### src/rtl/game_session_ctrl_if.sv
// Signal bundle between the authenticator/player side and the game session controller.
// The master side drives login status and player activity; the slave side returns session status.
interface game_session_ctrl_if;
    logic       LogIn;
    logic       LogOut;
    logic [4:0] InternalID;
    logic       Game_Enter;
    logic       GCLogOut;
    logic       SessionActive;
    logic [4:0] ActiveID;
    logic [7:0] TimeLeft;
    logic       Warn;

    modport master (
        output LogIn, LogOut, InternalID, Game_Enter,
        input  GCLogOut, SessionActive, ActiveID, TimeLeft, Warn
    );

    modport slave (
        input  LogIn, LogOut, InternalID, Game_Enter,
        output GCLogOut, SessionActive, ActiveID, TimeLeft, Warn
    );
endinterface

### src/rtl/game_session_ctrl.sv
// Game-side session manager: times each login against a play budget and an inactivity
// limit, and requests a logout from the authenticator when either expires.
module game_session_ctrl #(
    parameter int TICKS_PER_SEC = 50_000_000,
    parameter int SESSION_SEC   = 120,
    parameter int IDLE_SEC      = 30,
    parameter int WARN_SEC      = 10
) (
    input  logic               clk,
    input  logic               rst,
    game_session_ctrl_if.slave gameBus
);
    localparam int PRESC_W = (TICKS_PER_SEC > 1) ? $clog2(TICKS_PER_SEC) : 1;
    localparam logic [PRESC_W-1:0] PRESC_LAST  = PRESC_W'(TICKS_PER_SEC - 1);
    localparam logic [7:0]         SESSION_VAL = 8'(SESSION_SEC);
    localparam logic [7:0]         IDLE_VAL    = 8'(IDLE_SEC);
    localparam logic [7:0]         WARN_VAL    = 8'(WARN_SEC);

    typedef enum logic [1:0] {
        IDLE   = 2'd0,
        ACTIVE = 2'd1,
        REQ    = 2'd2
    } state_t;

    state_t             stateReg, stateNext;
    logic [PRESC_W-1:0] prescReg, prescNext;
    logic [7:0]         idleCntReg, idleCntNext;
    logic [7:0]         timeLeftReg, timeLeftNext;
    logic [4:0]         activeIdReg, activeIdNext;
    logic               gcLogOutReg, gcLogOutNext;
    logic               sessionActiveReg, sessionActiveNext;
    logic               warnReg, warnNext;
    logic               logInPrevReg;
    logic               gameEnterPrevReg;
    logic               loginArmedReg;

    logic       secTick;
    logic       loginRise;
    logic       activity;
    logic       userLeft;
    logic [7:0] timeDec;
    logic [7:0] idleInc;

    // A login edge only counts once LogIn has been seen low since reset, so a
    // level still high across a reset cannot start a session.
    assign loginRise = gameBus.LogIn & ~logInPrevReg & loginArmedReg;
    assign activity  = gameBus.Game_Enter & ~gameEnterPrevReg;
    assign userLeft  = gameBus.LogOut | ~gameBus.LogIn;
    assign secTick   = (prescReg == PRESC_LAST);
    assign timeDec   = (secTick && timeLeftReg != 8'd0) ? timeLeftReg - 8'd1 : timeLeftReg;
    assign idleInc   = activity ? 8'd0 :
                       ((secTick && idleCntReg < IDLE_VAL) ? idleCntReg + 8'd1 : idleCntReg);

    always_ff @(posedge clk or negedge rst) begin
        if (!rst) begin
            stateReg         <= IDLE;
            prescReg         <= '0;
            idleCntReg       <= 8'd0;
            timeLeftReg      <= 8'd0;
            activeIdReg      <= 5'd0;
            gcLogOutReg      <= 1'b0;
            sessionActiveReg <= 1'b0;
            warnReg          <= 1'b0;
            logInPrevReg     <= 1'b0;
            gameEnterPrevReg <= 1'b0;
            loginArmedReg    <= 1'b0;
        end else begin
            stateReg         <= stateNext;
            prescReg         <= prescNext;
            idleCntReg       <= idleCntNext;
            timeLeftReg      <= timeLeftNext;
            activeIdReg      <= activeIdNext;
            gcLogOutReg      <= gcLogOutNext;
            sessionActiveReg <= sessionActiveNext;
            warnReg          <= warnNext;
            logInPrevReg     <= gameBus.LogIn;
            gameEnterPrevReg <= gameBus.Game_Enter;
            loginArmedReg    <= loginArmedReg | ~gameBus.LogIn;
        end
    end

    always_comb begin
        stateNext         = stateReg;
        prescNext         = prescReg;
        idleCntNext       = idleCntReg;
        timeLeftNext      = timeLeftReg;
        activeIdNext      = activeIdReg;
        gcLogOutNext      = gcLogOutReg;
        sessionActiveNext = sessionActiveReg;
        warnNext          = 1'b0;

        case (stateReg)
            IDLE: begin
                gcLogOutNext      = 1'b0;
                sessionActiveNext = 1'b0;
                timeLeftNext      = 8'd0;
                activeIdNext      = 5'd0;
                if (loginRise) begin
                    stateNext         = ACTIVE;
                    sessionActiveNext = 1'b1;
                    activeIdNext      = gameBus.InternalID;
                    timeLeftNext      = SESSION_VAL;
                    prescNext         = '0;
                    idleCntNext       = 8'd0;
                end
            end

            ACTIVE: begin
                prescNext   = secTick ? '0 : prescReg + 1'b1;
                idleCntNext = idleInc;
                if (userLeft) begin
                    stateNext         = IDLE;
                    sessionActiveNext = 1'b0;
                    timeLeftNext      = 8'd0;
                    activeIdNext      = 5'd0;
                end else if (timeDec == 8'd0 || idleInc >= IDLE_VAL) begin
                    // Budget expiry and idle expiry both end in a logout request.
                    stateNext         = REQ;
                    gcLogOutNext      = 1'b1;
                    sessionActiveNext = 1'b0;
                    timeLeftNext      = timeDec;
                end else begin
                    timeLeftNext = timeDec;
                    warnNext     = (timeDec <= WARN_VAL);
                end
            end

            REQ: begin
                gcLogOutNext      = 1'b1;
                sessionActiveNext = 1'b0;
                if (userLeft) begin
                    stateNext    = IDLE;
                    gcLogOutNext = 1'b0;
                    timeLeftNext = 8'd0;
                    activeIdNext = 5'd0;
                end
            end

            default: begin
                stateNext         = IDLE;
                gcLogOutNext      = 1'b0;
                sessionActiveNext = 1'b0;
                timeLeftNext      = 8'd0;
                activeIdNext      = 5'd0;
            end
        endcase
    end

    assign gameBus.GCLogOut      = gcLogOutReg;
    assign gameBus.SessionActive = sessionActiveReg;
    assign gameBus.ActiveID      = activeIdReg;
    assign gameBus.TimeLeft      = timeLeftReg;
    assign gameBus.Warn          = warnReg;
endmodule

### src/flat_wrapper.sv
// flat-port wrapper written by rule: the top's interface ports become plain ports
module game_session_ctrl_flat 
#(
    parameter int TICKS_PER_SEC = 50_000_000,
    parameter int SESSION_SEC   = 120,
    parameter int IDLE_SEC      = 30,
    parameter int WARN_SEC      = 10
)
  (clk, rst, gameBus_LogIn, gameBus_LogOut, gameBus_InternalID, gameBus_Game_Enter, gameBus_GCLogOut, gameBus_SessionActive, gameBus_ActiveID, gameBus_TimeLeft, gameBus_Warn);
  game_session_ctrl_if gameBus_i ();
  input  logic clk;
  input  logic rst;
  input wire logic [$bits(gameBus_i.LogIn)-1:0] gameBus_LogIn;
  input wire logic [$bits(gameBus_i.LogOut)-1:0] gameBus_LogOut;
  input wire logic [$bits(gameBus_i.InternalID)-1:0] gameBus_InternalID;
  input wire logic [$bits(gameBus_i.Game_Enter)-1:0] gameBus_Game_Enter;
  output wire logic [$bits(gameBus_i.GCLogOut)-1:0] gameBus_GCLogOut;
  output wire logic [$bits(gameBus_i.SessionActive)-1:0] gameBus_SessionActive;
  output wire logic [$bits(gameBus_i.ActiveID)-1:0] gameBus_ActiveID;
  output wire logic [$bits(gameBus_i.TimeLeft)-1:0] gameBus_TimeLeft;
  output wire logic [$bits(gameBus_i.Warn)-1:0] gameBus_Warn;
  assign gameBus_i.LogIn = gameBus_LogIn;
  assign gameBus_i.LogOut = gameBus_LogOut;
  assign gameBus_i.InternalID = gameBus_InternalID;
  assign gameBus_i.Game_Enter = gameBus_Game_Enter;
  assign gameBus_GCLogOut = gameBus_i.GCLogOut;
  assign gameBus_SessionActive = gameBus_i.SessionActive;
  assign gameBus_ActiveID = gameBus_i.ActiveID;
  assign gameBus_TimeLeft = gameBus_i.TimeLeft;
  assign gameBus_Warn = gameBus_i.Warn;
  game_session_ctrl #(.TICKS_PER_SEC(TICKS_PER_SEC), .SESSION_SEC(SESSION_SEC), .IDLE_SEC(IDLE_SEC), .WARN_SEC(WARN_SEC)) u_core (.clk(clk), .rst(rst), .gameBus(gameBus_i));
endmodule
### config.mk
export PLATFORM = sky130hd
export DESIGN_NAME = game_session_ctrl_flat
export DESIGN_NICKNAME = d
export VERILOG_FILES = /design/src/rtl/game_session_ctrl_if.sv /design/src/rtl/game_session_ctrl.sv /design/src/flat_wrapper.sv
export SDC_FILE = /design/constraint.sdc
export NUM_CORES = 1
export LEC_CHECK = 0
export CAP_MARGIN = 25
export CELL_PAD_IN_SITES_DETAIL_PLACEMENT = 0
export CELL_PAD_IN_SITES_GLOBAL_PLACEMENT = 1
export CORE_ASPECT_RATIO = 0.7
export CORE_UTILIZATION = 47
export DETAILED_ROUTE_END_ITERATION = 10
export GPL_ROUTABILITY_DRIVEN = 0
export PLACE_DENSITY_LB_ADDON = 0.1
export RECOVER_POWER = 100
export SLEW_MARGIN = 0
export SYNTH_ARGS = -nofsm -noshare
export SYNTH_HDL_FRONTEND = slang
export SYNTH_SLANG_ARGS = --single-unit
### constraint.sdc
create_clock -name clk -period 7.46 [get_ports clk]
set_input_delay 1.865 -clock clk [delete_from_list [all_inputs] [get_ports clk]]
set_output_delay 1.865 -clock clk [all_outputs]
set_load 0.005 [all_outputs]
## Word-level counts from Yosys, hierarchy flattened

Cells that the tools add are included.
Widths: inputs -> output; s select.

- Reductions and logical operators: 11
- Add/sub/neg operators: 3
- Eq/ne operators: 9
- $mul: 0
- Shift operators: 0
- Bitwise logic cells: 8
- Div/mod/pow operators: 0
- Mux-type cells: 31
- Magnitude comparators: 3

Operator list:

| kind | number |
|---|---|
| $mux 26 | 2 |
| $pmux 26 s2 | 1 |
| $mux 8 | 6 |
| $add 26x1->26 const B | 1 |
| $eq 26x26->1 const B | 1 |
| $pmux 8 s3 | 1 |
| $pmux 8 s2 | 1 |
| $mux 5 | 2 |
| $pmux 5 s2 | 1 |
| $mux 1 | 9 |
| $add 8x1->8 const B | 1 |
| $ge 8x5->1 const B | 1 |
| $le 8x4->1 const B | 1 |
| $logic_not 8->1 | 1 |
| $lt 8x5->1 const B | 1 |
| $mux 2 | 4 |
| $ne 2x1->1 const B | 4 |
| $reduce_bool 8->1 | 1 |
| $sub 8x1->8 const B | 1 |
| $mux 7 | 1 |
| $pmux 2 s3 | 1 |
| $pmux 1 s2 | 2 |
| $reduce_and 2->1 | 2 |
| $and 1x1->1 | 3 |
| 12 further kinds | 16 |

- Bits in latches: 0
- ROM bits: 0
- Register bits: 55
- RAM bits: 0
- Memories: 0
- Output and inout port bits: 16

## Logic depth before layout (Yosys ltp)

Gate-level depths: netlist of run 1.

- Depth in word-level cells: 9
- Gate-level depth with buffers: 10
- Gate-level depth less buffers: 10

## Least setup slack after synthesis of run 1

OpenSTA, ideal clock, no wires.

- Path kind: input to register
- Start: in gameBus_LogIn
- End: reg u_core.prescReg[19]
- Path buffers: 0
- Data required time: 7.382 ns
- Stages on the path: 6
- Path slack: 4.263 ns
- Arrival time: 3.119 ns
- Path through: and4_1 -> a21oi_1 -> nor3_1 -> nand3_1 -> or3_1 -> a21oi_1

- Longest elaborated chain between the ends: 4

Ends and longest elaborated chain:

| item | RTL line | RTL |
|---|---|---|
| start, declared | flat_wrapper.sv:13 | `input wire logic [$bits(gameBus_i.LogIn)-1:0] gameBus_LogIn;` |
| $and 1x1->1 (2 in a row) | game_session_ctrl.sv:46 | `assign loginRise = gameBus.LogIn & ~logInPrevReg & loginArmedReg;` |
| $ne 2x1->1 (no line) | n/a |  |
| $reduce_and 2->1 (no line) | n/a |  |
| end signal, assigned | game_session_ctrl.sv:69 | `prescReg <= prescNext;` |
| end, declared | game_session_ctrl.sv:26 | `logic [PRESC_W-1:0] prescReg, prescNext;` |

Every way passes these cells.
A chain may end at the register's enable or synchronous reset.

## Worst setup path in the final report of run 1

- Start: in gameBus_LogIn
- End: reg u_core.prescReg[8]

Same word-level chain as after synthesis.

==> impl_metrics.toml, run 1 <==
[yosys]
synthCells = 356
synthArstFlopShare_pct = 100
synth_nets = 373
yosys.area_share.simple_pct = 29.2
synth_warnings = 0
synthAdderAreaFrac_pct = 2.86
synth_area_um2 = 3060
synthXorXnorAreaFrac_pct = 3.43
synth-compound-area-share_pct = 15.8
synth_mux_area_share_pct = 1.14
synth_edf_count = 0
ys_seq_area_share_pct = 45.0
synthDistinctLibCells = 46
syn_avg_cell_area_um2 = 8.60
synth_top_family_by_area = "simple AND/OR/NAND/NOR gates"
synth_seq_cells = 55
synth_ff_type = "dfrtp_1"

[worst_setup_path]
end_kind = "register"
rrSetupSlack_ps = 4120
cp_max_fo = 21
r2r-start = "u_core.prescReg[0]"
cp_data_arrival_time_ps = 4730
path_common_cell = "a21oi_1"
critical_path.max_stage_delay_ps = 890
crit_chain = "dlygate4sd3_1 > and4_1 > a21oi_1 > clkbuf_1 > a21oi_1 > o22ai_1 > nand2_1 > o21ai_0"
start_kind = "input port"
worstRegToRegCells = 9
path_class = "input port to register"
worst_r2r_endpoint = "u_core.gameBus.SessionActive"
required_ps = 7650
slowest_stage = "a21oi_1"

[status]
outcome = "complete, but fails checks"
violations = "capacitance limit, slew limit"

[clocking]
cts_buffer_depth = 2
cts.sinks = 55
ctsHoldBuffers = 0
cts_max_level = 2
cts_tree = "done"
cts_setup_buffers = 0
clkLatencyLatePin_ps = 310
cts_resized = 0
cts-buffers-inserted = 5
clk_pin_slew_ps = 100
root_buffer = "clkbuf_8"

[sta]
min_period_ps = 4540
holdWs_ps = 467
max_freq_mhz = 220
relSlewSlack_pct = -95.0
final-setup-viol-count = 0
hold_viol = 0
slew_viol_final = 56
fin_skew_ps = 6.91
fin_tns_setup_ps = 0
fin_crit_sh_pct = 60.8
setup_ws_ps = 2920
rsz0062_at_grt = "false"
worstMarginPinSlew_ps = 2920

[placement]
detailedPlace.worstSlack_ps = 2930
io_buffers = 25
dp_hpwl_um = 5230

[routing]
ant_nets = 0
drtIter0Drc = 177
drc = 0
firstDrtPassIters = 7
wire_per_inst_um = 16.1
totalWireLength_um = 7330
vias = 2729
vias_per_cell = 5.98

[pwr]
powerDensity_nw_per_um2 = 220
p_leak_nw = 1.48
finalPower_mw = 0.758
vdd_ir_drop_max_v = 0.000111

[global_routing]
grt_pass1_wl_um = 12400
first_global_vias = 2410
grt.overflow.total = 0
grt_max_degree = 56
track_usage_pct = 23.1
antenna_found_initial = 0

[worst_hold_path]
min_path_type = "register to register"
min_from = "u_core.gameBus.ActiveID[3]"
worstHoldEndpoint = "u_core.gameBus.ActiveID[3]"
hold-path-cell-count = 2

[layout]
final_common_cell = "dfrtp_1"
synthToLayoutAreaGrowth_pct = 12.3
fillers = 594
drive_above_1_share_pct = 3.17
fin_util_pct = 55.1
diodes = 0
final_net_count = 394
final_cell_mix = "55 x dfrtp_1, 43 x nand2_1, 41 x o21ai_0"

[floorplanning]
rows = 24
start_util_pct = 49.0
die-area_um2 = 6850
fp.coreArea_um2 = 6250
io_pins = 26
die_h_um = 69.5
die_w_um = 98.5

[job]
maxCapViolCount = 1
==> sequential cells by signal, indices dropped and copies added (netlist names) <==
register,flops
u_core.idleCntReg,8
u_core.gameBus.TimeLeft,8
u_core.gameEnterPrevReg,1
u_core.gameBus.ActiveID,5
u_core.gameBus.GCLogOut,1
u_core.stateReg,2
u_core.loginArmedReg,1
u_core.gameBus.SessionActive,1
u_core.gameBus.Warn,1
u_core.prescReg,26
u_core.logInPrevReg,1
==> cells in the mapped netlist, types with 2 or more instances <==
cell	n	area share, %
dfrtp_1	55	45
nand2_1	43	5.3
o21ai_0	40	6.5
nor2_1	39	4.8
nand3_1	20	3.3
nor3_1	15	2.5
a21oi_1	14	2.3
clkbuf_1	12	1.5
nand4_1	9	1.8
inv_1	8	0.98
ha_1	7	2.9
and3_1	6	1.2
nand2b_1	6	1.2
nor2b_1	6	1.2
xnor2_1	6	1.7
xor2_1	6	1.7
nor4_1	5	1.0
or2_2	4	0.82
or3_1	4	0.82
or4_1	4	0.98
a21o_1	3	0.74
a22o_1	3	0.86
a31oi_1	3	0.61
nand4b_1	3	0.86
nor3b_1	3	0.74
o31ai_1	3	0.74
a22oi_1	2	0.49
a32o_1	2	0.65
a41oi_1	2	0.57
and2_1	2	0.41
and4_1	2	0.57
mux2i_1	2	0.65
o21a_1	2	0.49
o41ai_1	2	0.57
or2_1	2	0.41
==> power breakdown <==
| group | switching, mW | internal [mW] |
|---|---|---|
| logic | 0.164 | 0.0862 |
| registers | 0.0246 | 0.320 |
| clock network | 0.0969 | 0.0663 |
==> how the worst max path moves through the flow <==
stage / slack [ps] / start / endpoint / cells after the start
after CTS: 3250 / gameBus_LogIn / u_core.prescReg[8] / 8
after floorplan: 4260 / gameBus_LogIn / u_core.prescReg[19] / 6
final: 2920 / gameBus_LogIn / u_core.prescReg[8] / 8
after detailed placement: 2930 / gameBus_LogIn / u_core.prescReg[8] / 8
after global placement: 2950 / gameBus_LogIn / u_core.prescReg[8] / 8
after global routing: 2500 / rst / u_core.gameBus.TimeLeft[2] / 2
==> critical path, delay by kind of cell <==
kind,cells,cell delay (ps)
AOI/OAI and AO/OA,4,1220
buffers and inverters,2,1030
and+or+nand+nor,2,600
==> metal layers <==
| metal | vias to the layer above | GRT usage, % | part of all wire, % |
|---|---|---|---|
| met5 | - | 0 | 0 |
| met4 | 0 | 4.81 | 0.55 |
| met3 | 5 | 3.83 | 6.1 |
| met2 | 94 | 30.6 | 40 |
| met1 | 1302 | 38.7 | 53 |
| li1 | 1328 | - | - |
==> logic make-up (layout without fill, tap and decap cells) <==
group	count (synthesis)	after routing
flip-flops	55	55
multiplexers	3	3
AND/OR/NAND/NOR	177	177
buffers and inverters	21	43
adder cells (fa/ha/maj)	7	7
XOR/XNOR	12	12
AO/OA/AOI/OAI	81	81
==> final cells by class <==
| class | instances | area, um2 | share of cell area [%] |
|---|---|---|---|
| timing repair buffer | 27 | 253 | 7.35 |
| clock inverter | 1 | 5.00 | 0.146 |
| sequential | 55 | 1380 | 40.0 |
| clock buffer | 7 | 76.3 | 2.22 |
| inverter | 8 | 30.0 | 0.873 |
| tap | 78 | 97.6 | 2.84 |
| multi-input combinational | 280 | 1600 | 46.6 |
==> metrics by stage <==
step                cell area, um2  std cells
detailed placement            3370        448
global route                  3440        456
global placement              3370        448
finish                        3440        456
CTS                           3450        456
floorplan                     3060        356
Note: power is estimated with default switching activity, not from simulation.
==> run 2, diff against run 1 <==
--- a/config.mk
+++ b/config.mk
@@ -9,7 +9,7 @@
 export CELL_PAD_IN_SITES_DETAIL_PLACEMENT = 0
 export CELL_PAD_IN_SITES_GLOBAL_PLACEMENT = 1
 export CORE_ASPECT_RATIO = 0.7
-export CORE_UTILIZATION = 47
+export CORE_UTILIZATION = 44
 export DETAILED_ROUTE_END_ITERATION = 10
 export GPL_ROUTABILITY_DRIVEN = 0
 export PLACE_DENSITY_LB_ADDON = 0.1
==> constraint.sdc (replaced) <==
create_clock -name clk -period 4.3 [get_ports clk]
set_input_delay 1.075 -clock clk [delete_from_list [all_inputs] [get_ports clk]]
set_output_delay 1.075 -clock clk [all_outputs]
set_load 0.005 [all_outputs]
==> run 2 against run 1 <==
Compared with the run above:
- the run now ends clean
- non-clock buffer count up 5
- critical path depth increased by 1
- cell count is 4.6% higher
- critical path type unchanged
==> impl_metrics.toml, run 2 (synthesis gave the netlist of run 1 again) <==
[clocking]
cts_tree = "done"
cts_setup_buffers = 0
cts_max_level = 2
clkLatencyLatePin_ps = 310
clk_pin_slew_ps = 100
root_buffer = "clkbuf_8"
ctsHoldBuffers = 0
cts_buffer_depth = 2
cts_resized = 0
cts-buffers-inserted = 5
cts.sinks = 55

[global_routing]
first_global_vias = 2374
antenna_found_initial = 0
grt.overflow.total = 0
grt_pass1_wl_um = 12400
track_usage_pct = 22.1
grt_max_degree = 31

[floorplanning]
die_h_um = 71.8
fp.coreArea_um2 = 6730
die_w_um = 102
start_util_pct = 45.5
rows = 25
die-area_um2 = 7300
io_pins = 26

[layout]
regMostFlops = "u_core.prescReg"
final_net_count = 399
largest_reg_flops = 26
design_area_um2 = 3500
fin_util_pct = 52.1
drive_above_1_share_pct = 3.92
final_common_cell = "dfrtp_1"
final_cell_mix = "55 x dfrtp_1, 43 x nand2_1, 41 x o21ai_0"
diodes = 0
synthToLayoutAreaGrowth_pct = 14.4

[routing]
wire_per_inst_um = 15.6
totalWireLength_um = 7470
vias = 2765
drc = 0
firstDrtPassIters = 4
ant_nets = 0
vias_per_cell = 5.80
drtIter0Drc = 169

[sta]
slew_viol_final = 0
setup_ws_ps = 859
rsz0062_at_grt = "false"
fin_tns_setup_ps = 0
final-setup-viol-count = 0
min_period_ps = 3440
hold_viol = 0
max_freq_mhz = 291
relSlewSlack_pct = 8.16
fin_crit_sh_pct = 80.0
fin_skew_ps = 8.76
worstMarginPinSlew_ps = 1380
holdWs_ps = 466

[placement]
dp_hpwl_um = 5290
io_buffers = 25
detailedPlace.worstSlack_ps = 886
placed_cell_area_um2 = 3430

[worst_setup_path]
worstRegToRegCells = 8
worst_r2r_endpoint = "u_core.gameBus.SessionActive"
cp_data_arrival_time_ps = 3620
path_class = "input port to register"
r2r-start = "u_core.gameBus.TimeLeft[3]"
required_ps = 4470
cp_max_fo = 21
end_kind = "register"
rrSetupSlack_ps = 1130
start_kind = "input port"

[pwr]
p_leak_nw = 1.50
powerDensity_nw_per_um2 = 387
vdd_ir_drop_max_v = 0.000278

[status]
outcome = "finished, final reports clean"

[worst_hold_path]
hold-path-cell-count = 2
min_path_type = "register to register"
worstHoldEndpoint = "u_core.gameBus.ActiveID[1]"
min_from = "u_core.gameBus.ActiveID[1]"

[job]
maxCapViolCount = 0
==> run 2: cell count changes in the layout (fill, tap and decap cells not counted), sizes merged <==
cell and delta:
buf +1, clkinv -1, clkbuf +5
==> run 2: power breakdown <==
part | total, mW | leakage (nW) | switching, mW | internal (mW)
Sequential | 0.596 | 0.751 | 0.0408 | 0.556
Combinational | 0.447 | 0.696 | 0.290 | 0.157
Clock | 0.312 | 0.0515 | 0.165 | 0.147
Total | 1.36 | 1.50 | 0.496 | 0.861
==> run 2: final cells by class <==
type	count	area (um2)
Clock buffer	8	100
Inverter	8	30.0
Timing Repair Buffer	32	278
Tap cell	94	118
Sequential cell	55	1380
Multi-Input combinational cell	280	1600
Fill cell	656	3220
==> run 2: how the worst max path moves through the flow <==
stage,from,end,slack (ps)
floorplan,u_core.gameBus.TimeLeft[2],u_core.gameBus.SessionActive,1540
global placement,gameBus_LogIn,u_core.prescReg[25],1040
detailed placement,gameBus_LogIn,u_core.prescReg[25],890
CTS,u_core.prescReg[0],u_core.gameBus.SessionActive,1210
global route,gameBus_LogIn,u_core.prescReg[21],560
finish,gameBus_LogIn,u_core.prescReg[25],860
==> run 2: per-layer routing <==
layer / track usage (%) / share of wire, %
met1: 38.3 / 55
met4: 4.67 / 0.59
met5: 0 / 0
met3: 3.80 / 5.8
met2: 27.3 / 39
==> run 2: through the flow <==
| step | power [mW] | std cells |
|---|---|---|
| 6_report | 1.36 | 477 |
| 5_1_grt | 1.45 | 477 |
| 3_3_place_gp | 1.07 | 469 |
| 3_5_place_dp | 1.07 | 469 |
| 4_1_cts | 1.38 | 477 |
| 2_1_floorplan | 0.893 | 356 |
==> run 2: worst max-delay path, stage by stage <==
cell and delay, ps:
dlygate4sd3_1 630, and4_1 220, a21oi_1 40, clkbuf_1 370
nor3_1 470, nand3_1 280, nor3_1 320, xnor2_1 150
nor2_1 50
